==> config.mk <==
export PLATFORM = sky130hd
export DESIGN_NAME = pri_enc_scan_flat
export DESIGN_NICKNAME = d
export VERILOG_FILES = /design/src/rtl/pri_enc_scan_pkg.sv /design/src/rtl/pri_enc_scan_if.sv /design/src/rtl/pri_enc_scan_comb.sv /design/src/rtl/pri_enc_scan.sv /design/src/flat_wrapper.sv
export SDC_FILE = /design/constraint.sdc
export NUM_CORES = 1
export LEC_CHECK = 0
export ABC_AREA = 1
export CAP_MARGIN = 15
export CORE_MARGIN = 2
export CORE_UTILIZATION = 53
export CTS_CLUSTER_SIZE = 30
export DETAILED_ROUTE_END_ITERATION = 10
export GPL_ROUTABILITY_DRIVEN = 0
export HOLD_SLACK_MARGIN = 0.05
export PLACE_DENSITY = 0.88
export SYNTH_ARGS = -nofsm -noshare
export SYNTH_HDL_FRONTEND = slang
export SYNTH_SLANG_ARGS = --single-unit
==> constraint.sdc <==
create_clock -name clk -period 7.6 [get_ports clk]
set_input_delay 1.14 -clock clk [delete_from_list [all_inputs] [get_ports clk]]
set_output_delay 1.14 -clock clk [all_outputs]
set_load 0.005 [all_outputs]
==> src/rtl/pri_enc_scan_pkg.sv <==
// Shared types and helpers for the sequential priority-encoder scanner.
package pri_enc_pkg;

    typedef enum logic {
        IDLE = 1'b0,
        EMIT = 1'b1
    } state_t;

    // Widest request vector popcount() accepts; callers zero-extend to this.
    localparam int MAX_N = 256;

    // Number of set bits in a request vector of any width up to MAX_N.
    function automatic int unsigned popcount(input logic [MAX_N-1:0] vec);
        int unsigned n;
        n = 0;
        for (int i = 0; i < MAX_N; i++) begin
            n += 32'(vec[i]);
        end
        return n;
    endfunction

endpackage

==> src/rtl/pri_enc_scan_if.sv <==
// Capture-side and emit-side handshake bundle for pri_enc_scan.
interface pri_enc_scan_if #(
    parameter int N = 8
);
    localparam int W  = $clog2(N);
    localparam int CW = $clog2(N + 1);

    logic          in_valid;
    logic          in_ready;
    logic [N-1:0]  in_req;
    logic          out_valid;
    logic          out_ready;
    logic [W-1:0]  out_idx;
    logic          out_last;
    logic          out_none;
    logic [CW-1:0] out_cnt;

    // Request source and index consumer side.
    modport master (
        output in_valid, in_req, out_ready,
        input  in_ready, out_valid, out_idx, out_last, out_none, out_cnt
    );

    // Scanner side.
    modport slave (
        input  in_valid, in_req, out_ready,
        output in_ready, out_valid, out_idx, out_last, out_none, out_cnt
    );
endinterface

==> src/rtl/pri_enc_scan_comb.sv <==
// Purely combinational priority encoder: winning index plus any/multi flags.
module pri_enc_comb #(
    parameter int N         = 8,
    parameter int MSB_FIRST = 1,
    localparam int W        = $clog2(N)
) (
    input  logic [N-1:0] vec,
    output logic [W-1:0] idx,
    output logic         any,
    output logic         multi
);

    // Walk from lowest to highest priority so the last set bit seen wins.
    always_comb begin
        // NOTE: blocking assignments here are intentional; each loop iteration
        // must see the previous iteration's any/idx, which only '=' provides.
        idx   = '0;
        any   = 1'b0;
        multi = 1'b0;
        for (int i = 0; i < N; i++) begin
            int j;
            j = (MSB_FIRST != 0) ? i : (N - 1 - i);
            if (vec[j]) begin
                multi = multi | any;
                any   = 1'b1;
                idx   = W'(j);
            end
        end
    end

endmodule

==> src/rtl/pri_enc_scan.sv <==
// Captures a request vector and emits the index of each set bit, one per
// accepted beat, in priority order; reports popcount and the all-zero case.
module pri_enc_scan
    import pri_enc_pkg::*;
#(
    parameter int N         = 8,
    parameter int MSB_FIRST = 1
) (
    input  logic            clk,
    input  logic            rst,
    pri_enc_scan_if.slave   bus
);
    localparam int W  = $clog2(N);
    localparam int CW = $clog2(N + 1);

    state_t        state_q, state_d;
    logic [N-1:0]  pending_q;
    logic          none_q;
    logic [CW-1:0] cnt_q;

    logic [W-1:0]  enc_idx;
    logic          enc_any;
    logic          enc_multi;
    logic [N-1:0]  clr_mask;
    logic          capture;
    logic          accept;
    logic          in_ready_c;
    logic          out_valid_c;

    // Encoder sees only the registered copy, so nothing from in_req or
    // out_ready reaches out_idx/out_last combinationally.
    pri_enc_comb #(
        .N         (N),
        .MSB_FIRST (MSB_FIRST)
    ) u_enc (
        .vec   (pending_q),
        .idx   (enc_idx),
        .any   (enc_any),
        .multi (enc_multi)
    );

    assign capture  = (state_q == IDLE) && bus.in_valid;
    assign accept   = (state_q == EMIT) && bus.out_ready;
    // An all-zero capture has no bit to clear on its single beat.
    assign clr_mask = enc_any ? (N'(1) << enc_idx) : '0;

    // State register plus captured vector, none flag and popcount.
    always_ff @(posedge clk) begin
        if (rst) begin
            state_q   <= IDLE;
            pending_q <= '0;
            none_q    <= 1'b0;
            cnt_q     <= '0;
        end else begin
            state_q <= state_d;
            if (capture) begin
                pending_q <= bus.in_req;
                none_q    <= (bus.in_req == '0);
                cnt_q     <= CW'(popcount(MAX_N'(bus.in_req)));
            end else if (accept) begin
                pending_q <= pending_q & ~clr_mask;
            end
        end
    end

    // Next-state and handshake decode; valid/ready depend on state only.
    always_comb begin
        // NOTE: every output gets a default before the case so no path
        // leaves it unassigned, which would otherwise infer a latch.
        state_d     = state_q;
        in_ready_c  = 1'b0;
        out_valid_c = 1'b0;
        case (state_q)
            IDLE: begin
                in_ready_c = 1'b1;
                if (bus.in_valid) state_d = EMIT;
            end
            EMIT: begin
                out_valid_c = 1'b1;
                if (bus.out_ready && !enc_multi) state_d = IDLE;
            end
        endcase
    end

    assign bus.in_ready  = in_ready_c;
    assign bus.out_valid = out_valid_c;
    assign bus.out_idx   = enc_idx;
    assign bus.out_last  = (state_q == EMIT) && !enc_multi;
    assign bus.out_none  = (state_q == EMIT) && none_q;
    assign bus.out_cnt   = cnt_q;

endmodule

==> src/flat_wrapper.sv <==
// flat-port wrapper written by rule: the top's interface ports become plain ports
module pri_enc_scan_flat import pri_enc_pkg::*;
#(
    parameter int N         = 8,
    parameter int MSB_FIRST = 1
)
  (clk, rst, bus_in_valid, bus_in_req, bus_out_ready, bus_in_ready, bus_out_valid, bus_out_idx, bus_out_last, bus_out_none, bus_out_cnt);
  pri_enc_scan_if #(.N(N)) bus_i ();
  input  logic clk;
  input  logic rst;
  input wire logic [$bits(bus_i.in_valid)-1:0] bus_in_valid;
  input wire logic [$bits(bus_i.in_req)-1:0] bus_in_req;
  input wire logic [$bits(bus_i.out_ready)-1:0] bus_out_ready;
  output wire logic [$bits(bus_i.in_ready)-1:0] bus_in_ready;
  output wire logic [$bits(bus_i.out_valid)-1:0] bus_out_valid;
  output wire logic [$bits(bus_i.out_idx)-1:0] bus_out_idx;
  output wire logic [$bits(bus_i.out_last)-1:0] bus_out_last;
  output wire logic [$bits(bus_i.out_none)-1:0] bus_out_none;
  output wire logic [$bits(bus_i.out_cnt)-1:0] bus_out_cnt;
  assign bus_i.in_valid = bus_in_valid;
  assign bus_i.in_req = bus_in_req;
  assign bus_i.out_ready = bus_out_ready;
  assign bus_in_ready = bus_i.in_ready;
  assign bus_out_valid = bus_i.out_valid;
  assign bus_out_idx = bus_i.out_idx;
  assign bus_out_last = bus_i.out_last;
  assign bus_out_none = bus_i.out_none;
  assign bus_out_cnt = bus_i.out_cnt;
  pri_enc_scan #(.N(N), .MSB_FIRST(MSB_FIRST)) u_core (.clk(clk), .rst(rst), .bus(bus_i));
endmodule
## Yosys cells after proc, flatten, opt, wreduce, memory -nomap -nowiden

Index checks and enable logic that the tools add are counted.

| cells by class | value |
|---|---|
| add/sub/neg operators | 7 |
| shift-type cells | 1 |
| mux-type cells | 30 |
| bitwise operators | 9 |
| reduce and logical (&&, ||, !) cells | 8 |

Operator list:

| cell | count |
|---|---|
| $add A4 B1 Y4 | 6 |
| $mux W8 | 3 |
| $mux W1 | 20 |
| $mux W3 | 6 |
| $and A8 B8 Y8 | 1 |
| $logic_not A8 Y1 | 1 |
| $not A8 Y8 | 1 |
| $shl A1 B3 Y8 const A | 1 |
| $or A1 B1 Y1 | 6 |
| $logic_and A1 B1 Y1 | 5 |
| $add A1 B1 Y2 | 1 |
| $pmux W1 S2 | 1 |
| $reduce_bool A2 Y1 | 1 |
| $logic_not A1 Y1 | 1 |
| $not A1 Y1 | 1 |

| word-level totals | value |
|---|---|
| register bits | 14 |
| output and inout port bits | 11 |
| logic and storage cells | 59 |

## Logic depth before layout (Yosys ltp)

| logic depth | value |
|---|---|
| depth in word-level cells | 18 |
| gate-level depth with buffers | 11 |
| depth with buffers taken out | 11 |

## Modules after synthesis

Synthesis repeated with hierarchy kept, for this count alone.

| unflattened totals | value |
|---|---|
| cells, all modules | 147 |
| area total of the unflattened synthesis | 980.9 um^2 |

Modules (own cells, without submodules):

| module | instances | cells an instance | area each (um^2) |
|---|---|---|---|
| pri_enc_scan | 1 | 114 | 829.5 |
| pri_enc_comb | 1 | 33 | 151.4 |

## Least setup slack after synthesis

Ideal clock, no wire load.

| timing path | value |
|---|---|
| path type | input to register |
| start | input port bus_in_req[0] |
| end | register u_core.cnt_q[1], in the netlist u_core.bus.out_cnt[1] |
| arrival time | 3.372 ns |
| required time | 7.530 ns |
| path slack | 4.159 ns |
| cell stages on the path | 10 |
| path buffers | 0 |
| cells stage by stage | inv_1 > ha_1 > inv_1 > fa_1 > fa_1 > inv_1 > fa_1 > inv_1 > fa_1 > a21oi_1 |

| between the ends | value |
|---|---|
| longest elaborated chain between the ends | 7 |

Ends and longest elaborated chain:

| what | RTL line | source |
|---|---|---|
| from (decl) | flat_wrapper.sv:12 | `input wire logic [$bits(bus_i.in_req)-1:0] bus_in_req;` |
| $add A1 B1 Y2 | pri_enc_scan_pkg.sv:17 | `n += 32'(vec[i]);` |
| $add A4 B1 Y4 (6 in a row) | pri_enc_scan_pkg.sv:17 |  |
| to (signal assigned) | pri_enc_scan.sv:59 | `cnt_q <= CW'(popcount(MAX_N'(bus.in_req)));` |
| to (decl) | pri_enc_scan.sv:19 | `logic [CW-1:0] cnt_q;` |

Every way passes these cells.
A chain may end at the register's enable or synchronous reset.

## Final worst setup path

Same ends and word-level chain as after synthesis.

==> impl_results.md <==
- IO Port Bufs: 22
- Clk sinks: 14
- PD cells: between 150 and 200 mW/mm^2
- Final slew viol count: 0
- Tot GR Track Use: between 20% and 30%
- Starting Density: 57.52%
- Commonest cells after routing, fill and taps aside: nand2_1, inv_1, clkdlybuf4s50_1
- Drt drc: 0
- Syn. warnings: 0
- Worst Setup End Kind: flip-flop
- Final setup fails: 0
- Max VDD drop: 0.1381 mV
- Synth Instances: 147
- Outcome: completed
- Non-Filler Instances: between 150 and 200
- # hold bufs at CTS: 0
- Most common cell after layout, fill and taps aside: nand2_1
- Worst-Skew Late Latency: 280 ps
- Mapped Avg Cell Area: ~6.9 um^2
- Nets: 191
- CTS tree: yes
- Critical-path maximum fanout: 3
- Setup Buffers After CTS: 0
- Crit share post-route: around half
- Max Cap Violations: 0
- Maximum clock rate: between 200 and 300 MHz
- Routed Antenna Nets: 0
- Fillers: ~160
- Worst Path Required: ~8000 ps
- Post-synth top area share: between 20 and 30%
- Synth Cell Area: a little over 0.001 mm^2
- Root Driver: clkbuf_4
- Clk_skew: 2.180 ps
- Measured slew at the worst slew-check pin: about 290 ps
- Dpl hpwl: 1870 um
- Largest net degree at the start of global routing: 19
- Total wire length: approximately 2300 um
- CTS resizes: 0
- DIE AREA: roughly 0.0023 mm^2
- Chip width: 47.76 um
- Synth area leader: dfxtp_1
- Layout cells sized above 1: 12.35%
- First-pass GRT wire length: 3864 um
- Initial DRC count: 36
- Syn nets: ~170
- Lkg Pwr: between 0.6 and 0.7 nW
- Vias in the first global route: about 950
- Worst Path Arrival: between 4000 and 5000 ps
- CP Class: input port to flip-flop
- Synth cell types: 24
- Core area: between 0.0015 and 0.002 mm^2
- Area Growth Syn to Fin: 25.77%
- Worst setup SP type: input port
- Setup TNS: 0 ps
- H-tree depth: 1
- Std cell rows: 15
- Clock slew at reported path FFs: ~80 ps
- Vias: ~1000
- RSZ-0062 raised after global routing: false
- Num CTS Buffers: 3
- Vias per cell: around 5
- Top-Level Pins: 23
- Clock buffer depth: 2
- Number of diodes: 0
- Antenna violations before repair: 0
- Synth Register Bits: 14
- Placed insts: between 150 and 200
- Seq/Total Area, Yosys: about 28%
- HP Class: flip-flop to flip-flop
- DR pass1 iterations: 7
- Chip height: 47.76 um
- Final hold vios: 0
- Global route overflow: 0
- Post-layout minimum cycle time: between 3000 and 4000 ps
- Wire per inst: around 12 um
- Relative slew slack: between 80% and 90%
- Ranking of synthesized cells by area: dfxtp_1, nand2_1, inv_1, fa_1, nand3_1
[path summary, 6_finish.rpt]
| check | from | endpoint | slack (ps) | cells past startpoint |
|---|---|---|---|---|
| worst max-delay path | bus_in_req[0] | u_core.bus.out_cnt[1]$_SDFFE_PP0P_ | 3740 | 11 |
| worst min-delay path | u_core.none_q$_SDFFE_PP0P_ | u_core.none_q$_SDFFE_PP0P_ | 480 | 2 |
| worst max register to register | u_core.state_q$_SDFF_PP0_ | u_core.pending_q[2]$_SDFFE_PP0P_ | 6370 | 7 |
| worst min register to register | u_core.none_q$_SDFFE_PP0P_ | u_core.none_q$_SDFFE_PP0P_ | 480 | 2 |
[area by class of cell]
type | count | area (um^2) | share of cell area, %
well taps | 25 | 31.28 | 2.451
inverters | 28 | 105.1 | 8.235
repair buffers | 22 | 220.2 | 17.25
multi-input cells | 102 | 603.1 | 47.26
flip-flops and latches | 14 | 280.3 | 21.96
clock buffers | 4 | 36.28 | 2.843
[where the power goes]
part | switching (mW) | internal, mW
Sequential | 0.00649 | 0.0798
Clock | 0.0241 | 0.0291
Combinational | 0.0425 | 0.0380
Total | 0.0730 | 0.147
[per-layer routing]
layer  track usage, %  share of wire [%]
met4            9.730                2.0
met3            3.396                4.1
met1            27.04                 42
met2            47.20                 52
met5                0                  0
[state kept, by name (all words and copies together) (netlist names)]
signal and count:
u_core.bus.out_cnt 4, u_core.none_q 1, u_core.pending_q 8, u_core.state_q 1
[per-stage QoR]
stage          setup WS (ps)  cell area (um^2)  hold slack (ps)  power, mW  utilization [%]
3_3_place_gp            3587              1240            457.4     0.1646            70.28
3_5_place_dp            3453              1240            466.9     0.1690            70.28
2_1_floorplan           4159              1015            437.7     0.1377                -
6_report                3740              1276            481.2     0.2200            72.34
4_1_cts                 3735              1276            479.7     0.2212            72.34
5_1_grt                 3626              1276            501.8     0.2377            72.34
[critical path: stages]
cell             delay [ps]
clkdlybuf4s50_1         520
inv_1                    70
ha_1                    310
inv_1                    80
fa_1                    430
fa_1                    490
inv_1                    50
fa_1                    380
inv_1                    80
fa_1                    400
a21oi_1                 130
[cells by family after synthesis]
group           share of synthesized area (%)
fa+ha+maj                               12.82
xor+xnor                               0.8633
buf+inv                                 12.95
compound gates                          13.81
simple gates                            31.94
flops                                   27.62
[synth_stat cells, drive strengths merged]
cell type	number
nor3	1
ha	4
xor2	1
buf	2
clkbuf	1
fa	4
dfxtp	14
a21oi	11
nor2	15
nand3b	1
inv	28
nand2	37
o211ai	1
nand3	14
o21ai	10
nand4	1
a31oi	2
Note: power is estimated with default switching activity, not from simulation.
